File: src/rtl/qed_inst_pkg.sv
// Shared opcode, funct and LFSR constants plus the class and FSM enums for qed_inst_gen.
// Also holds the small funct3 legalisation helpers used during field assembly.
package qed_inst_pkg;

  localparam logic [6:0] OP_R      = 7'b0110011;
  localparam logic [6:0] OP_I      = 7'b0010011;
  localparam logic [6:0] OP_LOAD   = 7'b0000011;
  localparam logic [6:0] OP_STORE  = 7'b0100011;
  localparam logic [6:0] OP_BRANCH = 7'b1100011;
  localparam logic [6:0] OP_JAL    = 7'b1101111;
  localparam logic [6:0] OP_LUI    = 7'b0110111;
  localparam logic [6:0] OP_AUIPC  = 7'b0010111;
  localparam logic [6:0] OP_SYSTEM = 7'b1110011;
  localparam logic [6:0] OP_NOP    = 7'b1111111;

  localparam logic [2:0] F3_ADD = 3'b000;
  localparam logic [2:0] F3_SLL = 3'b001;
  localparam logic [2:0] F3_SR  = 3'b101;
  localparam logic [2:0] F3_LW  = 3'b010;
  localparam logic [2:0] F3_LBU = 3'b100;
  localparam logic [2:0] F3_LHU = 3'b101;

  localparam logic [6:0] F7_ZERO = 7'b0000000;
  localparam logic [6:0] F7_ALT  = 7'b0100000;

  localparam logic [31:0] LFSR_TAPS   = 32'h8020_0003;
  localparam logic [31:0] INST_ECALL  = {25'h0, OP_SYSTEM};
  localparam logic [31:0] INST_EBREAK = {12'h001, 13'h0, OP_SYSTEM};
  localparam logic [31:0] INST_NOP    = {25'h1FF_FFFF, OP_NOP};

  typedef enum logic [3:0] {
    ClsR, ClsI, ClsLoad, ClsStore, ClsBranch, ClsJal, ClsLui, ClsAuipc, ClsSystem, ClsNop
  } inst_class_e;

  typedef enum logic [1:0] {StIdle, StRun, StDone} gen_state_e;

  // Loads never use the reserved widths: 011->LW, 110->LBU, 111->LHU.
  function automatic logic [2:0] load_f3(input logic [2:0] f3);
    case (f3)
      3'b011:  return F3_LW;
      3'b110:  return F3_LBU;
      3'b111:  return F3_LHU;
      default: return f3;
    endcase
  endfunction

  // Stores fold onto SB/SH/SW using the low funct3 bits; 11 becomes SW.
  function automatic logic [2:0] store_f3(input logic [1:0] f3_lo);
    return (f3_lo == 2'b11) ? F3_LW : {1'b0, f3_lo};
  endfunction

  function automatic logic [2:0] branch_f3(input logic [2:0] f3);
    return (f3[2:1] == 2'b01) ? {2'b00, f3[0]} : f3;
  endfunction

endpackage

File: src/rtl/qed_inst_gen_if.sv
// Instruction fetch handshake between the generator (master) and the DUT fetch port (slave).
interface qed_inst_gen_if;
  logic        inst_valid;
  logic        inst_ready;
  logic [31:0] instruction;

  modport master (output inst_valid, output instruction, input inst_ready);
  modport slave  (input inst_valid, input instruction, output inst_ready);
endinterface

File: src/rtl/qed_lfsr32.sv
// 32-bit right-shifting Galois LFSR; load takes priority over advance, a zero seed becomes 1.
module qed_lfsr32
  import qed_inst_pkg::*;
(
  input  logic        clk,
  input  logic        rst_n,
  input  logic        load,
  input  logic        advance,
  input  logic [31:0] seed,
  output logic [31:0] state
);

  logic [31:0] state_q, state_d;

  always_comb begin
    state_d = state_q;
    if (load) begin
      state_d = (seed == 32'h0) ? 32'h1 : seed;
    end else if (advance) begin
      state_d = {1'b0, state_q[31:1]} ^ (state_q[0] ? LFSR_TAPS : 32'h0);
    end
  end

  always_ff @(posedge clk or negedge rst_n) begin
    if (!rst_n) begin
      state_q <= 32'h1;
    end else begin
      state_q <= state_d;
    end
  end

  assign state = state_q;

endmodule

File: src/rtl/qed_inst_gen.sv
// Constrained-random RV32I instruction source obeying the QED legality rules.
// Define QED_INST_GEN_STORE_EN to emit stores once the DUT has signalled SIF commit.
module qed_inst_gen
  import qed_inst_pkg::*;
#(
  parameter int unsigned NUM_INSTS = 1024
) (
  input  logic                  clk,
  input  logic                  rst_n,
  input  logic                  start,
  input  logic [31:0]           seed,
  input  logic                  sif_commit,
  qed_inst_gen_if.master        inst_if,
  output logic [31:0]           inst_count,
  output logic                  done
);

`ifdef QED_INST_GEN_STORE_EN
  localparam bit StoreEn = 1'b1;
`else
  localparam bit StoreEn = 1'b0;
`endif

  gen_state_e  state_q, state_d;
  logic [31:0] count_q, count_d;
  logic        store_ok_q, store_ok_d;
  logic [31:0] lfsr;
  logic        handshake, start_run, last_inst, emit_store;

  assign handshake  = inst_if.inst_valid && inst_if.inst_ready;
  assign start_run  = start && (state_q != StRun);
  assign last_inst  = (NUM_INSTS != 0) && (count_q + 32'd1 == NUM_INSTS);
  assign emit_store = StoreEn && store_ok_q;

  qed_lfsr32 u_lfsr (
    .clk     (clk),
    .rst_n   (rst_n),
    .load    (start_run),
    .advance (handshake),
    .seed    (seed),
    .state   (lfsr)
  );

  always_ff @(posedge clk or negedge rst_n) begin
    if (!rst_n) begin
      state_q    <= StIdle;
      count_q    <= 32'h0;
      store_ok_q <= 1'b0;
    end else begin
      state_q    <= state_d;
      count_q    <= count_d;
      store_ok_q <= store_ok_d;
    end
  end

  always_comb begin
    state_d = state_q;
    unique case (state_q)
      StIdle, StDone: if (start) state_d = StRun;
      StRun:          if (handshake && last_inst) state_d = StDone;
      default:        state_d = StIdle;
    endcase
  end

  always_comb begin
    inst_if.inst_valid = (state_q == StRun);
    done               = (state_q == StDone);
  end

  // store_ok only moves on start or handshake so a stall never changes the offered word.
  always_comb begin
    count_d    = count_q;
    store_ok_d = store_ok_q;
    if (start_run) begin
      count_d    = 32'h0;
      store_ok_d = sif_commit;
    end else if (handshake) begin
      count_d    = count_q + 32'd1;
      store_ok_d = store_ok_q | sif_commit;
    end
  end

  assign inst_count = count_q;

  inst_class_e cls;
  logic [3:0]  sel;
  logic [2:0]  f3;
  logic [4:0]  rd, rs1, rs2;
  logic [6:0]  r_f7;
  logic [11:0] i_imm;
  logic        unused_lfsr_bits;

  assign sel = lfsr[31:28];
  assign f3  = lfsr[14:12];
  assign rd  = {1'b0, lfsr[10:7]};
  assign rs1 = {1'b0, lfsr[18:15]};
  assign rs2 = {1'b0, lfsr[23:20]};
  assign unused_lfsr_bits = ^{lfsr[19], lfsr[6:0]};

  always_comb begin
    cls = ClsNop;
    case (sel)
      4'd0, 4'd1, 4'd2, 4'd3: cls = ClsR;
      4'd4, 4'd5, 4'd6:       cls = ClsI;
      4'd7, 4'd8:             cls = ClsLoad;
      4'd9, 4'd10:            cls = emit_store ? ClsStore : ClsLoad;
      4'd11:                  cls = ClsBranch;
      4'd12:                  cls = ClsJal;
      4'd13:                  cls = ClsLui;
      4'd14:                  cls = ClsAuipc;
      4'd15:                  cls = lfsr[27] ? ClsSystem : ClsNop;
    endcase
  end

  always_comb begin
    r_f7 = ((f3 == F3_ADD || f3 == F3_SR) && lfsr[26]) ? F7_ALT : F7_ZERO;
    case (f3)
      F3_SLL:  i_imm = {F7_ZERO, lfsr[24:20]};
      F3_SR:   i_imm = {(lfsr[26] ? F7_ALT : F7_ZERO), lfsr[24:20]};
      default: i_imm = lfsr[31:20];
    endcase
  end

  always_comb begin
    inst_if.instruction = INST_NOP;
    unique case (cls)
      ClsR:      inst_if.instruction = {r_f7, rs2, rs1, f3, rd, OP_R};
      ClsI:      inst_if.instruction = {i_imm, rs1, f3, rd, OP_I};
      ClsLoad:   inst_if.instruction = {6'b0, lfsr[25:20], 5'd0, load_f3(f3), rd, OP_LOAD};
      ClsStore:  inst_if.instruction = {6'b0, lfsr[25], rs2, 5'd0, store_f3(f3[1:0]),
                                        lfsr[11:7], OP_STORE};
      ClsBranch: inst_if.instruction = {lfsr[31:25], rs2, rs1, branch_f3(f3), lfsr[11:7],
                                        OP_BRANCH};
      ClsJal:    inst_if.instruction = {lfsr[31:12], 5'd0, OP_JAL};
      ClsLui:    inst_if.instruction = {lfsr[31:12], rd, OP_LUI};
      ClsAuipc:  inst_if.instruction = {lfsr[31:12], 5'd0, OP_AUIPC};
      ClsSystem: inst_if.instruction = lfsr[26] ? INST_EBREAK : INST_ECALL;
      ClsNop:    inst_if.instruction = INST_NOP;
      default:   inst_if.instruction = INST_NOP;
    endcase
  end

endmodule

File: src/flat_wrapper.sv
// flat-port wrapper written by rule: the top's interface ports become plain ports
module qed_inst_gen_flat import qed_inst_pkg::*;
#(
  parameter int unsigned NUM_INSTS = 1024
)
  (clk, rst_n, start, seed, sif_commit, inst_count, done, inst_if_inst_valid, inst_if_instruction, inst_if_inst_ready);
  qed_inst_gen_if inst_if_i ();
  input  logic clk;
  input  logic rst_n;
  input  logic start;
  input  logic [31:0] seed;
  input  logic sif_commit;
  output logic [31:0] inst_count;
  output logic done;
  output wire logic [$bits(inst_if_i.inst_valid)-1:0] inst_if_inst_valid;
  output wire logic [$bits(inst_if_i.instruction)-1:0] inst_if_instruction;
  input wire logic [$bits(inst_if_i.inst_ready)-1:0] inst_if_inst_ready;
  assign inst_if_inst_valid = inst_if_i.inst_valid;
  assign inst_if_instruction = inst_if_i.instruction;
  assign inst_if_i.inst_ready = inst_if_inst_ready;
  qed_inst_gen #(.NUM_INSTS(NUM_INSTS)) u_core (.clk(clk), .rst_n(rst_n), .start(start), .seed(seed), .sif_commit(sif_commit), .inst_if(inst_if_i), .inst_count(inst_count), .done(done));
endmodule
File: config.mk
export PLATFORM = sky130hd
export DESIGN_NAME = qed_inst_gen_flat
export DESIGN_NICKNAME = d
export VERILOG_FILES = /design/src/rtl/qed_inst_pkg.sv /design/src/rtl/qed_inst_gen_if.sv /design/src/rtl/qed_lfsr32.sv /design/src/rtl/qed_inst_gen.sv /design/src/flat_wrapper.sv
export SDC_FILE = /design/constraint.sdc
export NUM_CORES = 1
export LEC_CHECK = 0
export BUFFER_PORTS_ARGS = -buffer_cell sky130_fd_sc_hd__buf_2
export CORE_AREA = 2 2 125 127
export CTS_BUF_LIST = sky130_fd_sc_hd__clkbuf_2 sky130_fd_sc_hd__clkbuf_4 sky130_fd_sc_hd__clkbuf_8
export CTS_CLUSTER_SIZE = 24
export DETAILED_ROUTE_END_ITERATION = 10
export DIE_AREA = 0 0 127 129
export GPL_TIMING_DRIVEN = 0
export SYNTH_ARGS = -nofsm -noshare
export SYNTH_HDL_FRONTEND = slang
export SYNTH_SLANG_ARGS = --single-unit
File: constraint.sdc
create_clock -name clk -period 3.1 [get_ports clk]
set_input_delay 0.155 -clock clk [delete_from_list [all_inputs] [get_ports clk]]
set_output_delay 0.155 -clock clk [all_outputs]
set_load 0.02 [all_outputs]
==> metrics.csv <==
stage,metric,value,unit
yosys,"Distinct cells, synth",55,
route,DRC,0,
final_layout,Reg area,1650,sq um
setup_path,reg2reg end,u_core.state_q[0]$_DFFE_PN0P_,
clock_network,worst-skew pair later-pin latency,0.36,ns
clock_network,Clock Pin Slew Worst Setup and Hold Paths,0.08,ns
global_routing,first-pass GRT wire length,23.3,mm
route,first drt pass iteration count,6,
final_layout,Syn-to-layout area delta,21.4,%
sta,Final Cycle Share,94.0,%
placed_design,Port-buffer cells,99,
clock_network,H-tree lvl count,3,
route,WL met2,6.98,mm
setup_path,R2R depth,8,
pwr,clock share of power,23.3,%
setup_path,Crit Path Max Fanout,10,
setup_path,Setup crit end kind,flop,
sta,Fmax achieved,343,MHz
setup_path,WS Path Type,reg2reg,
floorplan,initial core utilization,29.4,%
pwr,Tot Pwr,3.17,mW
run_status,run status,finished clean,
global_routing,total track usage,18.1,%
yosys,number of synthesized flops with an enable pin,0,
sta,final hold slack,0.0217,ns
yosys,mapped cell area,4410,sq um
clock_network,maximum clock path buffer count,2,
yosys,sequential cell area fraction in the yosys report,37.5,%
sta,RSZ-0062 raised after global routing,no,
pwr,PD cells,593,nW/um^2
final_layout,filler cell count,1650,
route,Vias,4732,
floorplan,DIE AREA,16400,sq um
yosys,Synth top area share,36.9,%
sta,Post-Route Setup TNS,0,ns
placed_design,DPL Wire Length,11.0,mm
global_routing,pin count of the biggest net entering global routing,67,
hold_path,Min-Delay Path Depth,3,
route,DR iter-0 viols,496,
pwr,Sw Share,42.5,%
floorplan,Die W,127,um
final_layout,Nets,714,
yosys,syn_area_per_cell,7.81,sq um
route,WL final,15.1,mm
sta,Max Slew Vio Count,0,
setup_path,launching element of the worst setup path,u_core.inst_count[5]$_DFFE_PN0P_,
sta,Setup WS post-layout,0.187,ns
route,Met3 Routed Length,985,um
floorplan,row count,45,
sta,Hold Fails Final Rpt,0,
setup_path,"Data arrival, critical path",3.14,ns
hold_path,Hold Startpoint,seed[1],
final_layout,share of cells above drive strength 1,21.1,%
pwr,worst vdd ir,0.189,mV
job,Max Cap Viol,0,
route,DRT antenna net count,0,
sta,Period minus WS final,2.91,ns
pwr,Pleak,2.37,nW
route,Routed WL per cell,17.3,um
global_routing,initial antenna violation count,1,
yosys,ys async rst share,100,%
sta,Worst slew margin,43.3,%
clock_network,Sink Count,66,
yosys,synth top area cells,"dfrtp_1 37%, nand2_1 7.7%, o21ai_0 6.9%",
hold_path,Worst Hold Class,in2reg,
sta,Worst Max-Slew Pin Slew,0.850,ns
setup_path,worst r2r src,u_core.inst_count[5]$_DFFE_PN0P_,
floorplan,# IOs,103,
placed_design,dpl ws,0.223,ns
yosys,Mapped Cells,564,
setup_path,Worst EP required,3.32,ns
sta,Final Setup Violations,0,
pwr,Flop pwr share,35.8,%
sta,Clock Skews,0.00822,ns
route,via/cell ratio,5.44,
pwr,sw power,1.35,mW
yosys,Seq cells post-synth,66,
floorplan,Core Area,15000,sq um
clock_network,Clock Tree Root,clkbuf_8,
hold_path,hold endpoint,u_core.u_lfsr.state[1]$_DFFE_PN0P_,
global_routing,gr ovfl total,0,
route,highest routed layer,met4,
pwr,Internal Dissipation,1.83,mW
floorplan,DIE HEIGHT,129,um
global_routing,vias in the first global route,4252,
setup_path,flop-to-flop setup slack,0.19,ns
yosys,Synth Warn #,0,
clock_network,CTS tree,built,
final_layout,area of the multi-input gates,2530,sq um
final_layout,Util after Layout,35.7,%
clock_network,CTS Buf Count,9,
placed_design,RD Place Congestion,0.923,
yosys,"Primary FF master, synth",dfrtp_1,
pwr,Combinational Power Share,40.9,%
route,met1 WL,6.83,mm
yosys,dominant cell type by area after synthesis,dfrtp_1,
setup_path,CP Launch Type,flop,
power by group through the flow:
| stage | Combinational [mW] | Sequential (mW) | Clock, mW |
|---|---|---|---|
| finish | 1.30 | 1.13 | 0.740 |
| global route | 1.43 | 1.15 | 0.793 |
| CTS | 1.30 | 1.13 | 0.752 |
| detailed placement | 1.30 | 1.15 | 0 |
| global placement | 1.29 | 1.15 | 0 |
| floorplan | 0.873 | 1.13 | 0 |
how the worst max path moves through the flow:
stage | end | slack (ns) | cells past startpoint
floorplan | u_core.state_q[0]$_DFFE_PN0P_ | 0.51 | 8
global placement | u_core.state_q[0]$_DFFE_PN0P_ | 0.20 | 8
detailed placement | u_core.state_q[0]$_DFFE_PN0P_ | 0.22 | 8
CTS | u_core.state_q[0]$_DFFE_PN0P_ | 0.20 | 8
global route | u_core.state_q[0]$_DFFE_PN0P_ | 0.04 | 8
finish | u_core.state_q[0]$_DFFE_PN0P_ | 0.19 | 8
cells in the mapped netlist (all sizes together), types with 10 or more instances:
library cell	count
nand2	90
dfrtp	65
o21ai	61
nor2	54
clkbuf	35
a21oi	27
nand3	21
nand4	19
a31oi	15
nor4	15
o22ai	15
a21o	12
buf	12
a22oi	11
nor3	10
per-layer routing:
layer	up-vias	global-route usage [%]
met5	-	0
met4	0	6.40
met3	21	3.49
met2	194	28.2
met1	2240	25.1
li1	2277	-
critical path: stages (launching register included):
cell and delay, ns:
dfrtp_1 0.35, buf_2 0.21, nand3_2 0.26, or4_1 0.67, nor4_2 0.35, mux2i_1 0.24, o211ai_1 0.13, nor4_2 0.45
o22ai_1 0.11
cell type report:
type,count,area share [%]
repair buffers,100,9.49
clock buffers,9,2.32
multi-input cells,443,47.3
well taps,188,4.40
diodes,1,0.0468
inverters,9,0.631
flip-flops and latches,66,30.9
plain buffers,47,3.60
clock inverters,7,1.31
per-stage QoR:
| step | instances | instance area [sq um] |
|---|---|---|
| 2_1_floorplan | 565 | 4410 |
| 3_5_place_dp | 852 | 5140 |
| 3_3_place_gp | 852 | 5140 |
| 5_1_grt | 870 | 5350 |
| 6_report | 870 | 5350 |
| 4_1_cts | 869 | 5350 |
sequential cells by signal (all words and copies together), names as in the netlist:
name / cells
u_core.inst_count: 32
u_core.u_lfsr.state: 32
u_core.state_q: 2
layout by cell type (no fill, tap or decap), types with 12 or more instances in the layout:
cell	instances
o22ai_1	15
nand4_1	17
o21ai_0	61
nor2_1	53
a31oi_1	15
buf_2	105
clkbuf_1	35
nand2_1	90
nand3_1	19
a21o_1	12
a21oi_1	27
dfrtp_1	65
cells by family after synthesis:
family	Yosys count	share of synthesized area, %
and+or+nand+nor	248	28.6
AOI/OAI and AO/OA	174	24.4
DFF	66	37.5
buffers and inverters	56	5.14
muxes	10	2.33
xor gates and xnor gates	8	1.59
adders and majority gates	1	0.284
other	1	0.0851
what timing repair did:
action / in CTS / in global routing
gates resized for setup: 0 / 0
endpoints found under the setup margin: 0 / 0
setup buffers: 0 / 0
hold endpoints to repair: 65 / 0
hold buffers: 1 / 0
(Power assumes the default switching activity.)
